[config.mk]
export PLATFORM = sky130hd
export DESIGN_NAME = fir_sample_feeder
export DESIGN_NICKNAME = d
export VERILOG_FILES = /design/src/rtl/fir_sample_feeder.sv
export SDC_FILE = /design/constraint.sdc
export NUM_CORES = 1
export LEC_CHECK = 0
export CAP_MARGIN = 10
export CORE_AREA = 2 2 92 130
export DETAILED_ROUTE_END_ITERATION = 7
export DIE_AREA = 0 0 94 132
export PLACE_DENSITY = 0.77
export SYNTH_ARGS = -nofsm -noshare
export SYNTH_HDL_FRONTEND = slang
export SYNTH_SLANG_ARGS = --single-unit
[constraint.sdc]
create_clock -name clk -period 2.7 [get_ports clk]
set_input_delay 0.405 -clock clk [delete_from_list [all_inputs] [get_ports clk]]
set_output_delay 0.405 -clock clk [all_outputs]
set_load 0.05 [all_outputs]
[src/rtl/fir_sample_feeder.sv]
// fir_sample_feeder: buffers bursty producer samples in a small FIFO and
// releases them to fir_system as single-cycle pulses spaced at least GAP
// cycles apart, so each sample completes downstream before the next arrives.
module fir_sample_feeder #(
   parameter int DATA_WIDTH = 16,
   parameter int DEPTH      = 8,
   parameter int GAP        = 12
) (
   input  logic                   clk,
   input  logic                   rst,
   input  logic [DATA_WIDTH-1:0]  s_data,
   input  logic                   s_valid,
   output logic                   s_ready,
   input  logic                   enable,
   input  logic                   flush,
   output logic [DATA_WIDTH-1:0]  data_out,
   output logic                   data_out_valid,
   output logic [$clog2(DEPTH):0] level
);
   localparam int AW = $clog2(DEPTH);
   localparam int CW = $clog2(GAP) + 1;
   localparam logic [AW:0]   FULL_LVL = (AW+1)'(DEPTH);
   // The pulse edge counts as the first of the GAP edges, so WAIT spans GAP-1 edges.
   localparam logic [CW-1:0] GAP_LOAD = CW'(GAP - 1);

   typedef enum logic {ST_IDLE = 1'b0, ST_WAIT = 1'b1} state_t;

   state_t                  state_q, state_d;
   logic [CW-1:0]           gap_q, gap_d;
   logic [AW-1:0]           rptr_q, wptr_q;
   logic [AW:0]             count_q, count_d;
   logic [DATA_WIDTH-1:0]   mem [DEPTH];
   logic                    push;
   logic                    issue;

   // s_ready is registered from next occupancy, so a full FIFO refuses a push
   // even on an edge that also pops.
   assign push  = s_valid & s_ready;
   assign issue = (state_q == ST_IDLE) & enable & (count_q != '0);
   assign level = count_q;

   // Pacer state and gap counter register; flush returns the pacer to IDLE.
   always_ff @(posedge clk or negedge rst) begin
      if (!rst) begin
         state_q <= ST_IDLE;
         gap_q   <= '0;
      end else if (flush) begin
         state_q <= ST_IDLE;
         gap_q   <= '0;
      end else begin
         state_q <= state_d;
         gap_q   <= gap_d;
      end
   end

   // Pacer next-state: leave IDLE on an issue, leave WAIT when the gap expires.
   always_comb begin
      state_d = state_q;
      case (state_q)
         ST_IDLE: if (issue) state_d = ST_WAIT;
         ST_WAIT: if (gap_q == CW'(1)) state_d = ST_IDLE;
         default: state_d = ST_IDLE;
      endcase
   end

   // Pacer output logic: load the gap counter on an issue, count it down in WAIT.
   always_comb begin
      gap_d = gap_q;
      if (issue)
         gap_d = GAP_LOAD;
      else if (state_q == ST_WAIT)
         gap_d = gap_q - CW'(1);
   end

   // FIFO next occupancy from the push/pop pair seen at this edge.
   always_comb begin
      count_d = count_q;
      case ({push, issue})
         2'b10:   count_d = count_q + (AW+1)'(1);
         2'b01:   count_d = count_q - (AW+1)'(1);
         default: count_d = count_q;
      endcase
   end

   // FIFO pointers, occupancy and registered ready; flush discards this edge's push and pop.
   always_ff @(posedge clk or negedge rst) begin
      if (!rst) begin
         rptr_q  <= '0;
         wptr_q  <= '0;
         count_q <= '0;
         s_ready <= 1'b0;
      end else if (flush) begin
         rptr_q  <= '0;
         wptr_q  <= '0;
         count_q <= '0;
         s_ready <= 1'b1;
      end else begin
         if (push)  wptr_q <= wptr_q + AW'(1);
         if (issue) rptr_q <= rptr_q + AW'(1);
         count_q <= count_d;
         s_ready <= (count_d < FULL_LVL);
      end
   end

   // FIFO storage; sample data needs no reset.
   always_ff @(posedge clk) begin
      if (push && !flush)
         mem[wptr_q] <= s_data;
   end

   // Registered pacer outputs; data_out holds the last issued sample between pulses.
   always_ff @(posedge clk or negedge rst) begin
      if (!rst) begin
         data_out       <= '0;
         data_out_valid <= 1'b0;
      end else if (flush) begin
         data_out_valid <= 1'b0;
      end else begin
         data_out_valid <= issue;
         if (issue)
            data_out <= mem[rptr_q];
      end
   end

endmodule

==> impl_metrics.tcl <==
set metrics [dict create \
    num_rows 46 \
    dieArea_um2 12410 \
    p_sw_mw 2.426 \
    swShare 0.3116 \
    start_kind "flip-flop" \
    grt_setup_unrepaired "no" \
    overflow 0 \
    dieHeight_um 132 \
    layout_common_cells "edfxtp_1 (128), clkdlybuf4s50_1 (41), dfrtp_1 (33)" \
    p_int_mw 5.360 \
    core-area_um2 11220 \
    final_nets 437 \
    postCtsResizedCells 0 \
    cts_tree "done" \
    syn_nets 375 \
    drive_gt1_frac 0.2151 \
    setup_viol 0 \
    drtPass1Iterations 4 \
    diodes 0 \
    synthCells 348 \
    fmax_mhz 448.2 \
    wl_per_cell_um 20.76 \
    die_w_um 94 \
    clock_sinks 162 \
    critPathArrivalTime_ps 2540 \
    cp-end-kind "flip-flop" \
    grt_pass1_vias 3526 \
    p_leak_nw 2.637 \
    initial_core_util 0.5688 \
    ant_nets 0 \
    grt_pass1_wl_um 18770 \
    final_common_cell "edfxtp_1" \
    timing.setup.tns_ps 0 \
    numCtsBuffers 17 \
    stdcell_area_um2 7659 \
    post-route-drc-count 0 \
    ys_types 35 \
    place.gp.congestion 0.6854 \
    yosysSeqAreaShare 0.7354 \
    dpl_cell_area_um2 7067 \
    skew_ps 6.542 \
    status "finished, final reports clean" \
    comb_power_share 0.281 \
    min_path_type "in -> async" \
    clk_path_buf_depth 2 \
    antenna_found_initial 0 \
    place_inst 535 \
    powerDensity_nw_per_um2 1017 \
    hold_viol 0 \
    routed_via_density 5.813 \
    htreeDepth 4 \
    cts.clk_slew.worst_paths_ps 60 \
    pwr-share-seq 0.415 \
    grt_max_degree 35 \
    max_cap_viol_count 0 \
    ys_ff_latch 162 \
    post-route-period-util 0.8263 \
    ctsHoldBuffers 0 \
    ioPinCount 43 \
    dp_hpwl_um 6971 \
    drv_slew 0 \
    clk_latency_ps 420 \
    cts_setup_buffers 0 \
    syn2layout_area_growth_pct 19.97 \
    ys_warn_count 0 \
    grt_usage 0.2093 \
    ir_drop_uv 526.2 \
    syn_avg_cell_area_um2 18.34 \
    fin_crit_ps 2231 \
    stdcell_count 567 \
    drt-total-wl_um 11770 \
    crit_type "reg -> reg" \
    num_vias 3296 \
    path_max_fanout 8 \
    p_clk_frac 0.304 \
    port_buffers 42 \
    ctsRootBufferMaster "clkbuf_16" \
    cp.required_ps 3010 \
    first_iter_violations 178 \
    worst_pin_slew_ps 821.1 \
    netlist_area_um2 6384 \
    slew_headroom 0.4526 \
    n_fill_cell 742 \
]
## per-layer routing
layer,global-route usage,wire (um),up-vias
li1,-,-,1474
met1,0.2571,4749,1709
met2,0.3464,6201,92
met3,0.06118,538,21
met4,0.08696,282,0
met5,0,0,-
## state kept, by name (all words and copies together), names as in the netlist
register	count
rptr_q	3
gap_q	5
wptr_q	3
data_out	16
data_out_valid	1
level	4
mem	128
state_q	1
s_ready	1
## worst max-delay path: stages, from the launching register on
cell and delay, ps:
dfrtp_1 470, nor4_2 440, nor3_2 100, ha_1 360, o21ai_0 140, a32oi_2 290, mux2_4 320
## final cells by class
class                   instances  area, um2  area share
multi-input cells             164       1597      0.2085
clock inverters                14      162.7     0.02124
inverters                       5      18.77    0.002451
clock buffers                  18      429.2     0.05604
well taps                     144      180.2     0.02353
repair buffers                 60      575.6     0.07515
flip-flops and latches        162       4696      0.6131
## synthesized netlist by cell type
cell	instances	area, um2
clkbuf_1	7	26.28
xnor2_1	6	52.55
a32oi_2	1	16.27
or3_1	2	12.51
buf_1	1	3.750
o41ai_1	1	8.760
o21ai_0	14	70.07
and2b_2	2	17.52
nor3_2	1	10.01
and2_0	1	6.260
mux2i_1	17	170.2
xor2_1	5	43.79
ha_1	6	75.07
a21oi_1	8	40.04
mux2_4	1	15.01
edfxtp_1	128	3844
o21ai_1	5	25.02
dfrtp_1	34	850.8
nor4b_1	1	8.760
mux4_2	32	720.7
o21a_1	1	7.510
nand3_1	2	10.01
nand2b_1	3	18.77
nor2_1	14	52.55
a21oi_4	1	16.27
nor4_2	1	12.51
clkbuf_2	1	5.000
clkbuf_8	1	13.76
or4_4	1	11.26
a22oi_1	1	7.510
inv_1	5	18.77
nand2_1	28	105.1
or3b_1	2	17.52
nor3_1	7	35.03
buf_2	7	35.03
## final timing paths
check	from	end	slack, ps	depth (start not counted)
setup / recovery	level[1]	level[3]	470	6
hold / removal	rst	level[2]	80	1
setup reg to reg	level[1]	level[3]	470	6
hold reg to reg	data_out[8]	data_out[8]	480	2
max in group asynchronous	rst	rptr_q[0]	2050	1
min in group clk	data_out[8]	data_out[8]	480	2
## power groups by stage
stage	Sequential, mW	Combinational, mW	Clock, mW
6_report	3.23	2.19	2.37
5_1_grt	3.27	2.36	2.52
4_1_cts	3.23	2.22	2.40
3_5_place_dp	3.28	2.20	0
3_3_place_gp	3.27	2.13	0
2_1_floorplan	3.68	1.12	0
## through the flow
| stage | util | total power [mW] | hold slack (ps) | worst slack (ps) |
|---|---|---|---|---|
| CTS | 0.6824 | 7.851 | 101.1 | 439.8 |
| finish | 0.6824 | 7.786 | 77.51 | 469.1 |
| detailed placement | 0.6297 | 5.479 | 476.1 | 187.1 |
| global placement | 0.6297 | 5.400 | 467.2 | 273.3 |
| floorplan | - | 4.801 | 109.4 | 98.45 |
| global route | 0.6824 | 8.145 | 140.2 | 289.7 |
## kinds of logic (layout without fill, tap and decap cells)
logic type,after synthesis,after routing,synth area share
flops,162,162,0.7354
simple gates,65,65,0.04979
mux,50,50,0.1419
compound gates,32,32,0.02999
buf+inv,22,97,0.01607
xor+xnor,11,11,0.01509
fa+ha+maj,6,6,0.01176
No activity file was read; power rests on OpenSTA's default activity.
